==> src/rtl/gem_trig_frame_tx_if.sv <==
// gem_trig_frame_tx_if: payload/control inputs and per-lane transceiver outputs of the
// multi-link trigger framer. "master" drives the payload side, "slave" is the framer.
interface gem_trig_frame_tx_if #(
  parameter int unsigned NLINKS    = 4,
  parameter int unsigned DATA_BITS = 56
);
  logic [NLINKS*DATA_BITS-1:0] GEM_DATA;
  logic [NLINKS-1:0]           GEM_OVERFLOW;
  logic [11:0]                 BXN_COUNTER;
  logic                        BC0;
  logic                        SEP_MODE;
  logic                        TX_RESYNC;
  logic                        INJ_ERR;
  logic                        ENA_TEST_PAT;
  logic [NLINKS*32-1:0]        TX_DATA;
  logic [NLINKS*4-1:0]         TX_ISK;
  logic                        FRAME_STROBE;
  logic                        LINK_READY;
  logic                        LTNCY_TRIG;

  modport master (
    output GEM_DATA, GEM_OVERFLOW, BXN_COUNTER, BC0, SEP_MODE, TX_RESYNC, INJ_ERR,
           ENA_TEST_PAT,
    input  TX_DATA, TX_ISK, FRAME_STROBE, LINK_READY, LTNCY_TRIG
  );

  modport slave (
    input  GEM_DATA, GEM_OVERFLOW, BXN_COUNTER, BC0, SEP_MODE, TX_RESYNC, INJ_ERR,
           ENA_TEST_PAT,
    output TX_DATA, TX_ISK, FRAME_STROBE, LINK_READY, LTNCY_TRIG
  );
endinterface

==> src/rtl/gem_trig_frame_tx.sv <==
// gem_trig_frame_tx: serialises per-link S-bit cluster payloads into FRAME_WORDS 32-bit
// words per bunch crossing, with K-code separator, comma/resync sequencing and latency
// trigger. One lane per link; no transceiver primitives here.
// Optional: define GEM_TRIG_FRAME_PRBS_EN for per-lane LFSR test pattern and error inject.
module gem_trig_frame_tx #(
  parameter int unsigned NLINKS       = 4,
  parameter int unsigned FRAME_WORDS  = 2,
  parameter int unsigned DATA_BITS    = 56,
  parameter int unsigned SYNC_FRAMES  = 16,
  parameter int unsigned LTNCY_PERIOD = 256
) (
  input logic                TRG_CLK80,
  input logic                TRG_RST_N,
  gem_trig_frame_tx_if.slave bus
);

  localparam int unsigned WcW = $clog2(FRAME_WORDS);
  localparam int unsigned ScW = (SYNC_FRAMES > 1) ? $clog2(SYNC_FRAMES) : 1;
  localparam int unsigned FcW = (LTNCY_PERIOD > 1) ? $clog2(LTNCY_PERIOD) : 1;
  localparam logic [WcW-1:0] WLast = WcW'(FRAME_WORDS - 1);
  localparam logic [ScW-1:0] SLast = ScW'(SYNC_FRAMES - 1);
  localparam logic [0:0] ST_SYNC = 1'b0;
  localparam logic [0:0] ST_DATA = 1'b1;
  localparam logic [31:0] COMMA   = 32'h50BC50BC;
  localparam logic [3:0]  COMMA_K = 4'b0101;

  if (DATA_BITS != 32 * FRAME_WORDS - 8) begin : gen_cfg_err
    $error("gem_trig_frame_tx: DATA_BITS must equal 32*FRAME_WORDS-8");
  end

  logic [WcW-1:0]              wcnt_q;
  logic [0:0]                  state_q;
  logic [ScW-1:0]              sync_cnt_q;
  logic [FcW-1:0]              fcnt_q;
  logic [1:0]                  rot_q;
  logic                        resync_pend_q;
  logic [NLINKS*DATA_BITS-1:0] hold_data_q;
  logic [NLINKS-1:0]           hold_ovf_q;
  logic                        hold_bc0_q;
  logic [1:0]                  hold_bxn_q;
  logic [NLINKS*32-1:0]        tx_data_q, tx_data_d;
  logic [NLINKS*4-1:0]         tx_isk_q, tx_isk_d;
  logic                        strobe_q, ready_q, ltncy_q;
  logic                        last_word, in_data;
  logic [NLINKS*DATA_BITS-1:0] cap_data;
  logic                        unused_bxn;

  assign last_word  = (wcnt_q == WLast);
  assign in_data    = (state_q == ST_DATA);
  assign unused_bxn = ^bus.BXN_COUNTER[11:2];

`ifdef GEM_TRIG_FRAME_PRBS_EN
  logic [30:0] lfsr_q [NLINKS];
  logic [30:0] lfsr_d [NLINKS];
  logic        inj_pend_q;

  // Payload source: LFSR advances at each DATA capture and the captured pattern uses the
  // advanced state; a pending error inject flips payload bit 0 on every lane.
  always_comb begin
    cap_data = bus.GEM_DATA;
    for (int i = 0; i < int'(NLINKS); i++) begin
      lfsr_d[i] = (last_word && in_data) ?
                  {lfsr_q[i][29:0], lfsr_q[i][30] ^ lfsr_q[i][27]} : lfsr_q[i];
      if (bus.ENA_TEST_PAT) begin
        cap_data[i*DATA_BITS +: DATA_BITS] = DATA_BITS'({lfsr_d[i], lfsr_d[i]});
      end
      if (inj_pend_q || bus.INJ_ERR) begin
        cap_data[i*DATA_BITS] = ~cap_data[i*DATA_BITS];
      end
    end
  end

  // LFSR state and one-shot error-inject request, consumed by the next capture.
  always_ff @(posedge TRG_CLK80 or negedge TRG_RST_N) begin
    if (!TRG_RST_N) begin
      for (int i = 0; i < int'(NLINKS); i++) lfsr_q[i] <= 31'(i + 1);
      inj_pend_q <= 1'b0;
    end else begin
      for (int i = 0; i < int'(NLINKS); i++) lfsr_q[i] <= lfsr_d[i];
      if (last_word) inj_pend_q <= 1'b0;
      else if (bus.INJ_ERR) inj_pend_q <= 1'b1;
    end
  end
`else
  logic unused_test;
  assign cap_data    = bus.GEM_DATA;
  assign unused_test = ^{bus.ENA_TEST_PAT, bus.INJ_ERR};
`endif

  // Comma/resync sequencing; state changes only on the last word so frames never split.
  always_ff @(posedge TRG_CLK80 or negedge TRG_RST_N) begin
    if (!TRG_RST_N) begin
      state_q       <= ST_SYNC;
      sync_cnt_q    <= '0;
      resync_pend_q <= 1'b0;
    end else begin
      case (state_q)
        ST_SYNC: begin
          resync_pend_q <= 1'b0;
          if (bus.TX_RESYNC) begin
            sync_cnt_q <= '0;
          end else if (last_word) begin
            if (sync_cnt_q == SLast) begin
              state_q    <= ST_DATA;
              sync_cnt_q <= '0;
            end else begin
              sync_cnt_q <= sync_cnt_q + ScW'(1);
            end
          end
        end
        default: begin
          if (last_word && (resync_pend_q || bus.TX_RESYNC)) begin
            state_q       <= ST_SYNC;
            sync_cnt_q    <= '0;
            resync_pend_q <= 1'b0;
          end else if (bus.TX_RESYNC) begin
            resync_pend_q <= 1'b1;
          end
        end
      endcase
    end
  end

  // Word selection per lane: commas in SYNC, otherwise payload slices plus separator.
  always_comb begin
    logic [DATA_BITS-1:0] lane_sh;
    logic [1:0]           rot;
    logic [7:0]           sep;
    tx_data_d = '0;
    tx_isk_d  = '0;
    lane_sh   = '0;
    sep       = 8'hBC;
    rot       = bus.SEP_MODE ? hold_bxn_q : rot_q;
    for (int i = 0; i < int'(NLINKS); i++) begin
      lane_sh = hold_data_q[i*DATA_BITS +: DATA_BITS] << {wcnt_q, 5'd0};
      if (hold_ovf_q[i]) begin
        sep = 8'hFC;
      end else if (hold_bc0_q) begin
        sep = 8'h1C;
      end else begin
        case (rot)
          2'd0:    sep = 8'hBC;
          2'd1:    sep = 8'hF7;
          2'd2:    sep = 8'hFB;
          default: sep = 8'hFD;
        endcase
      end
      if (!in_data) begin
        tx_data_d[i*32 +: 32] = COMMA;
        tx_isk_d[i*4 +: 4]    = COMMA_K;
      end else if (last_word) begin
        tx_data_d[i*32 +: 32] = {hold_data_q[i*DATA_BITS +: 24], sep};
        tx_isk_d[i*4 +: 4]    = 4'b0001;
      end else begin
        tx_data_d[i*32 +: 32] = lane_sh[DATA_BITS-1 -: 32];
        tx_isk_d[i*4 +: 4]    = 4'b0000;
      end
    end
  end

  // Word counter, input capture, frame/rotation counters and registered outputs.
  always_ff @(posedge TRG_CLK80 or negedge TRG_RST_N) begin
    if (!TRG_RST_N) begin
      wcnt_q      <= '0;
      fcnt_q      <= '0;
      rot_q       <= '0;
      hold_data_q <= '0;
      hold_ovf_q  <= '0;
      hold_bc0_q  <= 1'b0;
      hold_bxn_q  <= '0;
      tx_data_q   <= {NLINKS{COMMA}};
      tx_isk_q    <= {NLINKS{COMMA_K}};
      strobe_q    <= 1'b0;
      ready_q     <= 1'b0;
      ltncy_q     <= 1'b0;
    end else begin
      wcnt_q <= last_word ? '0 : wcnt_q + WcW'(1);
      if (last_word) begin
        hold_data_q <= cap_data;
        hold_ovf_q  <= bus.GEM_OVERFLOW;
        hold_bc0_q  <= bus.BC0;
        hold_bxn_q  <= bus.BXN_COUNTER[1:0];
      end
      if (!in_data) begin
        rot_q  <= '0;
        fcnt_q <= '0;
      end else if (last_word) begin
        rot_q  <= rot_q + 2'd1;
        fcnt_q <= fcnt_q + FcW'(1);
      end
      tx_data_q <= tx_data_d;
      tx_isk_q  <= tx_isk_d;
      strobe_q  <= in_data && (wcnt_q == '0);
      ltncy_q   <= in_data && (wcnt_q == '0) && (LTNCY_PERIOD == 1 || fcnt_q == '0);
      ready_q   <= in_data;
    end
  end

  assign bus.TX_DATA      = tx_data_q;
  assign bus.TX_ISK       = tx_isk_q;
  assign bus.FRAME_STROBE = strobe_q;
  assign bus.LINK_READY   = ready_q;
  assign bus.LTNCY_TRIG   = ltncy_q;

endmodule
==> src/flat_wrapper.sv <==
// flat-port wrapper written by rule: the top's interface ports become plain ports
module gem_trig_frame_tx_flat 
#(
  parameter int unsigned NLINKS       = 4,
  parameter int unsigned FRAME_WORDS  = 2,
  parameter int unsigned DATA_BITS    = 56,
  parameter int unsigned SYNC_FRAMES  = 16,
  parameter int unsigned LTNCY_PERIOD = 256
)
  (TRG_CLK80, TRG_RST_N, bus_GEM_DATA, bus_GEM_OVERFLOW, bus_BXN_COUNTER, bus_BC0, bus_SEP_MODE, bus_TX_RESYNC, bus_INJ_ERR, bus_ENA_TEST_PAT, bus_TX_DATA, bus_TX_ISK, bus_FRAME_STROBE, bus_LINK_READY, bus_LTNCY_TRIG);
  gem_trig_frame_tx_if #(.NLINKS(NLINKS), .DATA_BITS(DATA_BITS)) bus_i ();
  input logic TRG_CLK80;
  input logic TRG_RST_N;
  input wire logic [$bits(bus_i.GEM_DATA)-1:0] bus_GEM_DATA;
  input wire logic [$bits(bus_i.GEM_OVERFLOW)-1:0] bus_GEM_OVERFLOW;
  input wire logic [$bits(bus_i.BXN_COUNTER)-1:0] bus_BXN_COUNTER;
  input wire logic [$bits(bus_i.BC0)-1:0] bus_BC0;
  input wire logic [$bits(bus_i.SEP_MODE)-1:0] bus_SEP_MODE;
  input wire logic [$bits(bus_i.TX_RESYNC)-1:0] bus_TX_RESYNC;
  input wire logic [$bits(bus_i.INJ_ERR)-1:0] bus_INJ_ERR;
  input wire logic [$bits(bus_i.ENA_TEST_PAT)-1:0] bus_ENA_TEST_PAT;
  output wire logic [$bits(bus_i.TX_DATA)-1:0] bus_TX_DATA;
  output wire logic [$bits(bus_i.TX_ISK)-1:0] bus_TX_ISK;
  output wire logic [$bits(bus_i.FRAME_STROBE)-1:0] bus_FRAME_STROBE;
  output wire logic [$bits(bus_i.LINK_READY)-1:0] bus_LINK_READY;
  output wire logic [$bits(bus_i.LTNCY_TRIG)-1:0] bus_LTNCY_TRIG;
  assign bus_i.GEM_DATA = bus_GEM_DATA;
  assign bus_i.GEM_OVERFLOW = bus_GEM_OVERFLOW;
  assign bus_i.BXN_COUNTER = bus_BXN_COUNTER;
  assign bus_i.BC0 = bus_BC0;
  assign bus_i.SEP_MODE = bus_SEP_MODE;
  assign bus_i.TX_RESYNC = bus_TX_RESYNC;
  assign bus_i.INJ_ERR = bus_INJ_ERR;
  assign bus_i.ENA_TEST_PAT = bus_ENA_TEST_PAT;
  assign bus_TX_DATA = bus_i.TX_DATA;
  assign bus_TX_ISK = bus_i.TX_ISK;
  assign bus_FRAME_STROBE = bus_i.FRAME_STROBE;
  assign bus_LINK_READY = bus_i.LINK_READY;
  assign bus_LTNCY_TRIG = bus_i.LTNCY_TRIG;
  gem_trig_frame_tx #(.NLINKS(NLINKS), .FRAME_WORDS(FRAME_WORDS), .DATA_BITS(DATA_BITS), .SYNC_FRAMES(SYNC_FRAMES), .LTNCY_PERIOD(LTNCY_PERIOD)) u_core (.TRG_CLK80(TRG_CLK80), .TRG_RST_N(TRG_RST_N), .bus(bus_i));
endmodule
==> config.mk <==
export PLATFORM = sky130hd
export DESIGN_NAME = gem_trig_frame_tx_flat
export DESIGN_NICKNAME = d
export VERILOG_FILES = /design/src/rtl/gem_trig_frame_tx_if.sv /design/src/rtl/gem_trig_frame_tx.sv /design/src/flat_wrapper.sv
export SDC_FILE = /design/constraint.sdc
export NUM_CORES = 1
export LEC_CHECK = 0
export CORE_UTILIZATION = 50
export CTS_CLUSTER_DIAMETER = 120
export DETAILED_ROUTE_END_ITERATION = 8
export PLACE_DENSITY = 0.83
export SETUP_SLACK_MARGIN = 0.15
export SLEW_MARGIN = 20
export SYNTH_ARGS = -nofsm -noshare
export SYNTH_HDL_FRONTEND = slang
export SYNTH_SLANG_ARGS = --single-unit
==> constraint.sdc <==
create_clock -name TRG_CLK80 -period 3.15 [get_ports TRG_CLK80]
set_input_delay 0.315 -clock TRG_CLK80 [delete_from_list [all_inputs] [get_ports TRG_CLK80]]
set_output_delay 0.315 -clock TRG_CLK80 [all_outputs]
set_load 0.1 [all_outputs]
-- After elaboration in Yosys (flattened, before gate mapping)
Index checks and enable logic that the tools add are counted.
- reductions and logical operators: 8
- $add $sub $neg: 4
- multiply operators: 0
- equal/unequal tests: 6
- bitwise gates (word level): 1
- $lt $le $gt $ge: 0
- shifts and indexed selects: 4
- div/mod/pow operators: 0
- multiplexer cells: 35
- operators with widths (operator ; number):
    $mux 32 ; 8
    $shl 56x6->56 ; 4
    $mux 8 ; 7
    $mux 4 ; 6
    $pmux 7 s3 ; 1
    $mux 1 ; 10
    $add 8x1->8 const B ; 1
    $logic_not 8->1 ; 1
    $mux 2 ; 3
    $add 4x1->4 const B ; 1
    $eq 4x4->1 const B ; 1
    $logic_and 1x1->1 ; 3
    $ne 3x3->1 const B ; 1
    $reduce_bool 3->1 ; 1
    $add 2x1->2 const B ; 1
    $eq 2x1->1 const B ; 1
    $eq 2x2->1 const B ; 1
    $logic_not 2->1 ; 1
    $ne 2x1->1 const B ; 1
    $ne 2x2->1 const B ; 1
    $reduce_and 2->1 ; 1
    $add 1x1->1 const B ; 1
    $logic_or 1x1->1 ; 1
    $not 1->1 ; 1
- latch bits: 0
- word-level logic and storage cells: 73
- input port bits: 247
- bits in read-only memories: 0
- bits in registers: 395
- memories: 0
- RAM bits: 0

-- Longest topological paths before layout
Gate-level depths: netlist of run 1.
- word-level depth: 7
- depth in mapped cells: 6
- depth with buffers taken out: 6

-- Worst setup path before layout of run 1
Ideal clock, no wire load.
- path kind: reg2out
- start: register u_core.tx_isk_q[10], in the netlist u_core.bus.TX_ISK[10]
- end: output port bus_TX_ISK[10]
- data arrival time: 1.237 ns
- path buffers: 1
- cell stages (with the launch flop): 2
- path slack: 1.598 ns
- cells stage by stage: dfstp_2 buf_4
- RTL lines (what ; RTL line ; source):
    from (decl) ; gem_trig_frame_tx.sv:42 ; logic [NLINKS*4-1:0] tx_isk_q, tx_isk_d;
    from (signal assigned) ; gem_trig_frame_tx.sv:172 ; tx_isk_q <= {NLINKS{COMMA_K}};
    from (signal assigned) ; gem_trig_frame_tx.sv:192 ; tx_isk_q <= tx_isk_d;
    to (decl) ; flat_wrapper.sv:23 ; output wire logic [$bits(bus_i.TX_ISK)-1:0] bus_TX_ISK;
No word-level cell between the ends.

-- Worst setup path after layout of run 1
- start: register u_core.tx_data_q[121], in the netlist u_core.bus.TX_DATA[121]
- end: output port bus_TX_DATA[121]
- RTL lines (what ; RTL line ; source):
    from (decl) ; gem_trig_frame_tx.sv:41 ; logic [NLINKS*32-1:0] tx_data_q, tx_data_d;
    from (signal assigned) ; gem_trig_frame_tx.sv:171 ; tx_data_q <= {NLINKS{COMMA}};
    from (signal assigned) ; gem_trig_frame_tx.sv:191 ; tx_data_q <= tx_data_d;
    to (decl) ; flat_wrapper.sv:22 ; output wire logic [$bits(bus_i.TX_DATA)-1:0] bus_TX_DATA;
No word-level cell between the ends.

==> metrics.txt, run 1 <==
Clock Latency Late Sink 0.53 ns; overall track demand over capacity in global routing 24.5%; CP max-delay cell clkdlybuf4s50_1; R2R Setup Slk 0.88 ns; Top delay family on crit path buffers and inverters; reg-to-reg critical path startpoint u_core.last_word$_DFF_PN0_; Total Power 10.6 mW; P&R area growth vs syn 36.2%; Fin Hold WS 0.324 ns; Slew @ Worst Pin 1.03 ns; # rows 61; Fill cells 1991; status finished, final reports clean; vias in the first global route 10500; Mapped Cells 1239; die area 29400 um^2; CTS tree yes; Placed Area 18200 um^2; placed cells 1931; initial core utilization 51.3%; worst clock skew 0.0186 ns; final core occ 69.9%; H-tree depth 2; DRC violation total after the first TritonRoute iteration 541; Die X 172 um; die height 172 um; design area 19600 um^2; register area share after synthesis 66.9%; synthesized area 14400 um^2; Post-synth EDFFs 0; Switching Share 21.0%; fin nets 1849; hold crit path type input port to register; initial antenna violation count 6; drc violations 0; storage element area 9610 um^2; Clock Path Buffers 3; minimum clock period 2.34 ns; Worst Slack Setup Final 0.805 ns; post-route ant nets 0; Sink Count 381; Flop pwr share 48.4%; non-filler cells in the finished layout 2010; Multi-input gate area 4310 um^2; number of synthesized register bits 381; Logic pwr share 6.2%; Crit. End Element output port; Root Buffer clkbuf_16; arrival time worst endpoint 2.03 ns; I/O Buffers 373; slowest cell delay on critical path 1.16 ns; max_slew headroom 31.3%; commonest non-fill, non-tap cells in the layout nand2_1 (409), dfrtp_1 (321), clkdlybuf4s50_1 (306); Post-CTS Setup Bufs 0; clock transition at the registers of the reported paths 0.06 ns; Critical Path Start u_core.bus.TX_DATA[121]$_DFF_PN0_; Startpoint Class register; final hold viol count 0; crit-path cells clkdlybuf4s50_1; WL final 35600 um; dpl ws 0.934 ns; Core Area 28000 um^2; P_sw 2.22 mW; largest net degree at the start of global routing 120; total CTS buffers 40; Cell variety after synth 44; GRT overflow 0; Max Clk Rate 427 MHz; WL/cell 17.7 um; CP Class register to output port; Top Ports 394; GPL Wtd Cong 0.794; Clk network pwr share 45.4%; Hold Crit Depth 3; RSZ-0062 raised after global routing no; crit path buf inv count 1; critical path peak fanout 1; Via-to-Cell Ratio 5.12; Final Cycle Share 74.4%; share of cells above drive strength 1 20.8%; DP HPWL 23500 um; Max-Cap Viols 0; asr flop ratio synth 100%; TNS Setup 0 ns; final setup fails 0; DR vias 10300; Reg2Reg Depth 5; leakage 9.03 nW; most common cell after layout, fill and taps aside nand2_1; Critical Path RT 2.83 ns; peak supply drop 0.000463 V; first drt pass iteration count 5; Synthesis Warnings 0; Final Max Tran Viols 0; post-CTS sizing 0; Int Pwr 8.36 mW; first-pass GRT wire length 55100 um; Mean Syn Cell Area 11.6 um^2; Power Dens Cells 541 nW/um^2; Hold Path Origin bus_GEM_DATA[45]; Synth Flop Type dfrtp_1; WP depth 1
## power by group through the flow
stage | Combinational [mW] | Sequential [mW] | Clock [mW]
global route | 0.723 | 5.13 | 5.10
finish | 0.655 | 5.12 | 4.81
floorplan | 0.232 | 5.18 | 0
CTS | 0.667 | 5.12 | 4.90
detailed placement | 0.660 | 5.20 | 0
global placement | 0.642 | 5.19 | 0
## kinds of logic after synthesis
| group | count (synthesis) | synth area share (%) |
|---|---|---|
| buf+inv | 95 | 3.34 |
| other cells | 1 | 0.0261 |
| xor+xnor | 6 | 0.366 |
| fa+ha+maj | 6 | 0.523 |
| mux | 130 | 10.2 |
| simple gates | 507 | 14.3 |
| flops | 381 | 66.9 |
| compound gates | 113 | 4.44 |
## routing by layer
layer  vias up  wire [um]  track usage [%]
li1       4763          -                -
met5         -         31                0
met2       381      17500             40.9
met4         4       1270             10.4
met1      5053      13500             29.0
met3        82       3330             8.19
## state kept, by name, summed over array words and instances, names as in the netlist, 2 cells and up
name                cells
u_core.fcnt_q           8
u_core.hold_ovf_q       4
u_core.bus.TX_ISK       2
u_core.hold_bxn_q       2
u_core.rot_q            2
u_core.sync_cnt_q       4
u_core.bus.TX_DATA    128
u_core.hold_data_q    224
## timing repair
item	CTS	global route
setup endpoints to repair	0	0
endpoints found under the hold margin	56	0
hold buffers	1	0
## worst register-to-register path, delay by kind of cell, from the launching register on
family / cells / cell delay [ns]
buffers and inverters: 3 / 1.18
flip-flops: 1 / 0.53
AND/OR/NAND/NOR: 1 / 0.24
AO/OA/AOI/OAI: 1 / 0.21
## cells in the mapped netlist (10+ instances only)
| library cell | number | share of area [%] |
|---|---|---|
| nand2_1 | 409 | 11 |
| nand3_1 | 43 | 1.5 |
| dfstp_2 | 58 | 11 |
| o21ai_0 | 10 | 0.35 |
| buf_2 | 45 | 1.6 |
| inv_1 | 11 | 0.29 |
| dfrtp_1 | 323 | 56 |
| a21oi_1 | 65 | 2.3 |
| nor2_1 | 22 | 0.57 |
| buf_4 | 16 | 0.84 |
| o22ai_1 | 20 | 0.87 |
| mux2_2 | 127 | 10 |
| clkbuf_1 | 20 | 0.52 |
## cell type report
cell class	count	share of cell area, %
clock inverters	12	0.914
diodes	4	0.0512
inverters	13	0.262
multi-input cells	770	22.0
repair buffers	390	19.2
flip-flops and latches	381	49.1
well taps	378	2.42
clock buffers	62	6.05
## final timing paths
kind	to
max	bus_TX_DATA[121]
min	u_core.hold_data_q[45]$_DFFE_PN0P_
max reg2reg	u_core.bus.TX_DATA[24]$_DFF_PN0_
min reg2reg	u_core.bus.TX_DATA[36]$_DFF_PN1_
max in group asynchronous	u_core.bus.TX_DATA[94]$_DFF_PN1_
min in group asynchronous	u_core.bus.TX_DATA[43]$_DFF_PN0_
No activity file was read; power rests on OpenSTA's default activity.
==> run 2: changes to the inputs <==
Settings changed: CORE_UTILIZATION 50 to 48, PLACE_DENSITY 0.83 to 0.8.
Clock period 3.15 ns to 2.4 ns, I/O delays scaled along.
==> metrics.txt, run 2 (synthesis gave the netlist of run 1 again) <==
status finished, final reports clean; CP Class register to register; drc violations 0 (unchanged); Max-Cap Viols 0 (unchanged); largest net degree at the start of global routing 120 (unchanged); GPL Wtd Cong 0.822 (+3.6%); Top Ports 394 (unchanged); max_slew headroom 61.8% (+30 points); clock transition at the registers of the reported paths 0.07 ns (about the same); worst clock skew 0.0236 ns (+0.00501 ns); Final Max Tran Viols 0 (unchanged); final setup fails 0 (unchanged); crit-path cells buf_4 > buf_4 > nand3b_1 > o22ai_1 > and2_1; first drt pass iteration count 4 (-1); crit path buf inv count 2 (+1); GRT overflow 0 (unchanged); max FFs per register 224 (unchanged); share of cells above drive strength 1 25.9% (+5.2 points); Critical Path Start u_core.last_word$_DFF_PN0_; CTS tree yes; RSZ-0062 raised after global routing no; die height 175 um (+2.0%); commonest non-fill, non-tap cells in the layout nand2_1 (409), dfrtp_1 (321), clkdlybuf4s50_1 (233); Clock Latency Late Sink 0.53 ns (about the same); DR vias 10300 (-0.32%); minimum clock period 1.89 ns; Final Cycle Share 78.7%; fin nets 1861 (+0.65%); Clock Path Buffers 3 (unchanged); vias in the first global route 10700 (+2.2%); DRC violation total after the first TritonRoute iteration 568 (+5.0%); Metal-1 WL 14200 um (+5.8%); Startpoint Class register; met3 WL 2900 um (-13%); Max Clk Rate 530 MHz; placed cells 1949 (+0.93%); TNS Setup 0 ns (unchanged); Fin Hold WS 0.252 ns (-0.0723 ns); post-route ant nets 0 (unchanged); met2 WL post-DR 18400 um (+5.0%); Sink Count 381 (unchanged); WL/cell 18.0 um (+1.8%); final hold viol count 0 (unchanged); Power Dens Cells 706 nW/um^2 (+31%); Post-CTS Setup Bufs 0 (unchanged); overall track demand over capacity in global routing 24.2% (-0.36 points); Root Buffer clkbuf_16; CP max-delay cell buf_4; non-filler cells in the finished layout 2025 (+0.75%); peak supply drop 0.000690 V (+49%); leakage 9.25 nW (+2.4%); WL final 36500 um (+2.6%); first-pass GRT wire length 57400 um (+4.2%); Die X 175 um (+2.0%); DR top layer met5; I/O Buffers 373 (unchanged); P&R area growth vs syn 35.7%; initial core utilization 49.4% (-1.9 points); arrival time worst endpoint 2.35 ns (+0.32 ns); slowest cell delay on critical path 0.48 ns (-0.68 ns); Via-to-Cell Ratio 5.06 (-1.1%); Crit. End Element register; initial antenna violation count 3 (-3); total CTS buffers 40 (unchanged); # rows 62 (+1.6%); reg-to-reg critical path startpoint u_core.last_word$_DFF_PN0_; most common cell after layout, fill and taps aside nand2_1; Slew @ Worst Pin 0.572 ns (-0.455 ns); critical path peak fanout 47 (+46); Critical Path RT 2.86 ns (+0.03 ns); Core Area 29100 um^2 (+3.9%); Top delay family on crit path buffers and inverters; DP HPWL 24900 um (+5.6%); H-tree depth 2 (unchanged); die area 30600 um^2 (+4.1%); hold crit path type input port to asynchronous set/reset pin; most used cell, CP buf_4; Largest Register u_core.hold_data_q
## run 2: cell count changes in the layout (fill, tap and decap cells not counted), sizes merged
cell / previous run / this run
clkinv: 8 / 9
bufinv: 4 / 3
inv: 13 / 15
clkbuf: 62 / 57
buf: 83 / 168
clkdlybuf4s50: 306 / 233
diode: 4 / 2
clkinvlp: 0 / 2
## run 2: routing by layer
layer | up-vias | global-route usage (%)
met5 | - | 0
met4 | 2 | 7.54
met3 | 65 | 7.07
met2 | 356 | 41.4
met1 | 5050 | 29.4
li1 | 4777 | -
## run 2: final timing paths
kind                                                        to  slack (ns)  depth (start not counted)
hold reg to reg               u_core.bus.TX_DATA[36]$_DFF_PN1_        0.46                          1
hold / removal             u_core.hold_data_q[101]$_DFFE_PN0P_        0.25                          2
setup reg to reg               u_core.bus.TX_DATA[1]$_DFF_PN0_        0.51                          5
min in group TRG_CLK80     u_core.hold_data_q[217]$_DFFE_PN0P_        0.25                          3
setup / recovery               u_core.bus.TX_DATA[1]$_DFF_PN0_        0.51                          5
max in group asynchronous     u_core.bus.TX_DATA[87]$_DFF_PN1_        1.34                          3
## run 2: repair_timing
item	CTS	global route
gates resized for setup	0	0
hold endpoints to repair	44	0
hold buffers	1	0
## run 2: layout make-up
| class | count | area, um^2 |
|---|---|---|
| clock inverter | 16 | 179 |
| timing repair buffer | 402 | 3720 |
| fill | 2085 | 9590 |
| clock buffer | 57 | 1150 |
| sequential | 381 | 9610 |
| antenna | 2 | 5.00 |
| multi-input combinational | 770 | 4310 |
| tap | 384 | 480 |
| inverter | 13 | 50.0 |
## run 2: power by group
group          internal (mW)  leakage (nW)  total, mW  switching [mW]
clock network           3.67         0.648       6.17            2.50
logic                  0.505          4.02      0.868           0.363
registers               6.63          4.58       6.72          0.0924
## run 2: metrics by stage
stage               cell area, um^2  power (mW)  util (%)  setup WS [ns]
floorplan                     14400        7.11         -          0.923
global route                  19500        14.3      67.0          0.373
detailed placement            18200        7.70      62.4          0.396
finish                        19500        13.8      67.0          0.512
global placement              18200        7.67      62.4          0.497
CTS                           19500        13.9      67.0          0.482
